## config.mk

```make
export PLATFORM = sky130hd
export DESIGN_NAME = bsg_sync_sync_filter
export DESIGN_NICKNAME = d
export VERILOG_FILES = /design/src/rtl/bsg_sync_sync_filter_pkg.sv /design/src/rtl/bsg_sync_filter_chan.sv /design/src/rtl/bsg_sync_sync_filter.sv
export SDC_FILE = /design/constraint.sdc
export NUM_CORES = 1
export LEC_CHECK = 0
export CAP_MARGIN = 0
export CORE_AREA = 2 2 39 41
export CTS_BUF_LIST = sky130_fd_sc_hd__clkbuf_4
export DETAILED_ROUTE_END_ITERATION = 6
export DIE_AREA = 0 0 41 43
export HOLD_SLACK_MARGIN = 0.05
export PLACE_DENSITY = 0.44
export SETUP_SLACK_MARGIN = 0.4
export SKIP_CTS_REPAIR_TIMING = 1
export SYNTH_ARGS = -nofsm -noshare
export SYNTH_HDL_FRONTEND = slang
export SYNTH_SLANG_ARGS = --single-unit
```

## constraint.sdc

```tcl
create_clock -name clk_i -period 1.75 [get_ports clk_i]
set_clock_uncertainty 0.2 [all_clocks]
set_input_delay 0.35 -clock clk_i [delete_from_list [all_inputs] [get_ports clk_i]]
set_output_delay 0.35 -clock clk_i [all_outputs]
set_load 0.05 [all_outputs]
```

## src/rtl/bsg_sync_sync_filter_pkg.sv

```systemverilog
// Shared constants and helpers for the synchronise-and-debounce filter.
package bsg_sync_sync_filter_pkg;

  // Fewest flops that still give a metastability-safe synchroniser.
  localparam int unsigned min_stages_c        = 2;
  // Fewest edges of disagreement before a new level is accepted.
  localparam int unsigned min_filter_cycles_c = 1;

  // Width of a counter that must hold values 0 .. filter_cycles-1.
  function automatic int unsigned cnt_width_f(input int unsigned filter_cycles);
    return $clog2(filter_cycles + 1);
  endfunction

endpackage

```

## src/rtl/bsg_sync_filter_chan.sv

```systemverilog
// One channel: synchroniser chain, debounce counter and edge pulses.
module bsg_sync_filter_chan
  import bsg_sync_sync_filter_pkg::*;
#(
  parameter int   stages_p        = 2,
  parameter int   filter_cycles_p = 1,
  parameter logic reset_val_p     = 1'b0
) (
  input  logic clk_i,
  input  logic reset_i,
  input  logic async_i,
  output logic sync_o,
  output logic filt_o,
  output logic rise_o,
  output logic fall_o
);

  localparam int unsigned cnt_width_lp = cnt_width_f(filter_cycles_p);
  localparam logic [cnt_width_lp-1:0] last_cnt_lp = cnt_width_lp'(filter_cycles_p - 1);

  // Marked so place-and-route keeps these flops adjacent and never retimes or merges them.
  (* ASYNC_REG = "TRUE", dont_touch = "true", keep = "true" *)
  logic [stages_p-1:0] sync_chain_reg;

  logic [cnt_width_lp-1:0] cnt_reg;
  logic                    filt_reg;
  logic                    rise_reg;
  logic                    fall_reg;
  logic                    sync;

  assign sync = sync_chain_reg[stages_p-1];

  // Shift the raw input through the synchroniser chain.
  always_ff @(posedge clk_i or posedge reset_i) begin
    if (reset_i) begin
      sync_chain_reg <= {stages_p{reset_val_p}};
    end else begin
      sync_chain_reg <= {sync_chain_reg[stages_p-2:0], async_i};
    end
  end

  // Accept a new level only after filter_cycles_p consecutive disagreeing edges;
  // any agreeing edge throws away the partial count.
  always_ff @(posedge clk_i or posedge reset_i) begin
    if (reset_i) begin
      filt_reg <= reset_val_p;
      cnt_reg  <= '0;
      rise_reg <= 1'b0;
      fall_reg <= 1'b0;
    end else begin
      rise_reg <= 1'b0;
      fall_reg <= 1'b0;
      if (sync != filt_reg) begin
        if (cnt_reg == last_cnt_lp) begin
          filt_reg <= sync;
          cnt_reg  <= '0;
          rise_reg <= sync;
          fall_reg <= ~sync;
        end else begin
          cnt_reg <= cnt_reg + cnt_width_lp'(1);
        end
      end else begin
        cnt_reg <= '0;
      end
    end
  end

  assign sync_o = sync;
  assign filt_o = filt_reg;
  assign rise_o = rise_reg;
  assign fall_o = fall_reg;

endmodule

```

## src/rtl/bsg_sync_sync_filter.sv

```systemverilog
// Multi-channel synchroniser with per-channel debounce and edge pulses.
module bsg_sync_sync_filter
  import bsg_sync_sync_filter_pkg::*;
#(
  parameter int                 width_p         = 1,
  parameter int                 stages_p        = 2,
  parameter int                 filter_cycles_p = 1,
  parameter logic [width_p-1:0] reset_val_p     = '0
) (
  input  logic               clk_i,
  input  logic               reset_i,
  input  logic [width_p-1:0] async_data_i,
  output logic [width_p-1:0] sync_data_o,
  output logic [width_p-1:0] filt_data_o,
  output logic [width_p-1:0] rise_o,
  output logic [width_p-1:0] fall_o
);

  // Reject parameter sets the channel logic cannot implement.
  if (width_p < 1) begin : g_bad_width
    $error("bsg_sync_sync_filter: width_p must be at least 1");
  end
  if (stages_p < int'(min_stages_c)) begin : g_bad_stages
    $error("bsg_sync_sync_filter: stages_p below minimum synchroniser depth");
  end
  if (filter_cycles_p < int'(min_filter_cycles_c)) begin : g_bad_filter
    $error("bsg_sync_sync_filter: filter_cycles_p below minimum");
  end

  // Channels are fully independent copies.
  for (genvar gi = 0; gi < width_p; gi++) begin : g_chan
    bsg_sync_filter_chan #(
      .stages_p       (stages_p),
      .filter_cycles_p(filter_cycles_p),
      .reset_val_p    (reset_val_p[gi])
    ) u_chan (
      .clk_i  (clk_i),
      .reset_i(reset_i),
      .async_i(async_data_i[gi]),
      .sync_o (sync_data_o[gi]),
      .filt_o (filt_data_o[gi]),
      .rise_o (rise_o[gi]),
      .fall_o (fall_o[gi])
    );
  end

endmodule

```

Word level (Yosys, flattened, before mapping) --
Cells that the tools add are included.
Storage, ports and cells: output and inout bits 4, logic and storage cells 16, bits in registers 6, bits of input ports 3
Cells by class: reductions and logical operators 1, bitwise gates (word level) 2, mux-type cells 6, eq/ne operators 1, add/subtract/negate cells 1
Operators with widths (number):
- two-way mux 1 bit | 6
- NOT 1 bit | 2
- AND reduction 2 bit | 1
- adder 1 bit (second input constant) | 1
- != test 1 bit | 1

Logic depth before layout (Yosys ltp) --
depth after elaboration 3, mapped depth 3, gate-level depth less buffers 3

Worst setup path before layout --
Ideal clock, no wire load.
path kind reg-to-reg, start point register g_chan[0].u_chan.sync_chain_reg[1], end point register g_chan[0].u_chan.filt_reg, path buffers 0, data arrival time 1.342 ns, setup time 0.125 ns, stages on the path, launching flop included 4, path slack 0.083 ns, clock period less this slack 1.667 ns, path through dfrtp_1 -> inv_1 -> ha_1 -> mux2_4
On the way: longest elaborated chain between the ends 2
RTL lines:
- from (decl) | RTL line bsg_sync_filter_chan.sv:23 | logic [stages_p-1:0] sync_chain_reg;
- from (signal assigned) | RTL line bsg_sync_filter_chan.sv:36 | sync_chain_reg <= {stages_p{reset_val_p}};
- from (signal assigned) | RTL line bsg_sync_filter_chan.sv:38 | sync_chain_reg <= {sync_chain_reg[stages_p-2:0], async_i};
- != test 1 bit | RTL line bsg_sync_filter_chan.sv:53 | if (sync != filt_reg) begin
- AND reduction 2 bit (no line)
- to (signal assigned) | RTL line bsg_sync_filter_chan.sv:46 | filt_reg <= reset_val_p;
- to (signal assigned) | RTL line bsg_sync_filter_chan.sv:55 | filt_reg <= sync;
- to (decl) | RTL line bsg_sync_filter_chan.sv:26 | logic filt_reg;
Several ways; a longest one is shown, not always the timed one. A chain may end at the register's enable or synchronous reset.

Worst setup path in the final report --
start point register g_chan[0].u_chan.filt_reg, end point output filt_data_o
RTL lines:
- to (decl) | RTL line bsg_sync_sync_filter.sv:14 | output logic [width_p-1:0] filt_data_o,
No word-level cell between the ends.

==> flow_summary.json <==
{
  "syn-num-nets": 16,
  "clock.fmax_mhz": 723,
  "worst_skew_pair.late_latency_ns": 0.24,
  "grt_pass1_wl_um": 517,
  "wl_met2_um": 120,
  "outcome": "finished, final reports clean",
  "period_minus_slack_ns": 1.38,
  "m1WireLength_um": 82,
  "via_per_inst": 3.03,
  "area_growth_pct": 86.5,
  "p_leak_nw": 0.161,
  "rsz0062_at_grt": "yes",
  "routed_wl_um": 272,
  "synthCells": 11,
  "grt_max_degree": 6,
  "core_area_um2": 1380,
  "dieArea_um2": 1760,
  "worst_pin_slew_ns": 0.194,
  "die_width_um": 41,
  "firstDrtPassIters": 2,
  "clockBufferDepth": 2,
  "grt_antenna_before_repair": 0,
  "clkTransAtPathRegs_ns": 0.05,
  "drtIter0Drc": 5,
  "maxUsedRoutingLayer": "met3",
  "start_util": 0.127,
  "synth_warnings": 0,
  "cp-start-kind": "register",
  "hpwl_um": 224,
  "end_kind": "output pin",
  "power_density_nw_per_um2": 1770,
  "numCtsBuffers": 3,
  "diodes": 0,
  "cts.htree.levels": 1,
  "fin_crit_sh": 0.791,
  "portBuffers": 6,
  "fp.dieH_um": 43,
  "slew_headroom": 0.871,
  "critPathSlowestCell": "dfrtp_2",
  "hp-class": "input pin to async pin",
  "grt_pass1_vias": 124,
  "maxCapViolCount": 0,
  "rows": 14,
  "finalSetupTns_ns": 0,
  "cts_root_buf": "clkbuf_4",
  "clkSinkCount": 5,
  "wl_per_cell_um": 7.35,
  "cpPeakStageDelay_ns": 0.43,
  "wl_met3_um": 69,
  "largest_register_ff_count": 2,
  "nets": 27,
  "pwr-share-comb": 0.441,
  "p_sw_frac": 0.347,
  "cpLargestDelayFamily": "flip-flops",
  "ant_nets": 0,
  "grt_overflow": 0,
  "finalHoldViolations": 0,
  "cp.arrival_ns": 0.83,
  "path_cells": "buf_12",
  "irDropWorstVdd_mv": 0.671,
  "p_sw_mw": 0.202,
  "ios": 7,
  "path_max_fanout": 4,
  "drc_errors": 0,
  "r2r_setup_slack_ns": 0.38,
  "vias": 112,
  "crit_type": "register to output pin",
  "seq_power_share": 0.304,
  "finalHoldWorstSlack_ns": 0.107,
  "clkPwrFrac": 0.255,
  "p_int_mw": 0.381,
  "finalMaxSlewViolations": 0,
  "grt_use_total": 0.0535,
  "place_congestion": 0.521,
  "drive_gt1_frac": 0.524,
  "synth_area_um2": 176,
  "cp.required_ns": 1.20,
  "cts_tree": "done",
  "synth.avg_cell_area_um2": 16.0,
  "crit_buf_inv": 1,
  "final-setup-viol-count": 0
}
## cell type report
cell class                 instances  area, um^2
clock buffer                       4        30.0
fill                             151        1050
inverter                           3        11.3
multi-input combinational          3        40.0
sequential                         5         128
tap                               16        20.0
timing repair buffer               6         100
## through the flow
stage,total power [mW],std cells,util,setup WS (ns),instance area [um^2]
after global placement,0.434,33,0.216,0.405,299
final,0.583,37,0.238,0.366,329
after floorplan,0.301,11,-,0.263,179
after CTS,0.591,37,0.238,0.358,329
after global routing,0.626,37,0.238,0.321,329
after detailed placement,0.439,33,0.216,0.389,299
## layout by cell type, fill, tap and decap left out
cell	n
dfrtp_1	3
dfrtp_2	2
buf_12	4
ha_1	2
inv_1	3
clkdlybuf4s50_1	2
clkbuf_4	4
mux2_4	1
## power by group through the flow
stage / combinational [mW] / sequential [mW] / clock (mW)
global route: 0.273 / 0.183 / 0.170
CTS: 0.260 / 0.178 / 0.154
finish: 0.257 / 0.177 / 0.149
global placement: 0.257 / 0.177 / 0
detailed placement: 0.260 / 0.179 / 0
floorplan: 0.0440 / 0.257 / 0
## routing by layer
metal  vias to the layer above  global-route usage
met3                         0              0.0681
met5                         -                   0
li1                         51                   -
met2                         9              0.0594
met1                        52              0.0393
met4                         0              0.0600
## final timing paths
kind / startpoint / to / cells after the start
max reg2reg: g_chan[0].u_chan.filt_o / g_chan[0].u_chan.filt_o / 2
max in group asynchronous: reset_i / g_chan[0].u_chan.sync_chain_reg[1] / 2
min reg2reg: g_chan[0].u_chan.sync_chain_reg[0] / g_chan[0].u_chan.sync_chain_reg[1] / 0
min in group clk_i: g_chan[0].u_chan.sync_chain_reg[0] / g_chan[0].u_chan.sync_chain_reg[1] / 0
max: g_chan[0].u_chan.filt_o / filt_data_o / 1
min: reset_i / g_chan[0].u_chan.fall_o / 2
Power figures use the tool's default switching activity.
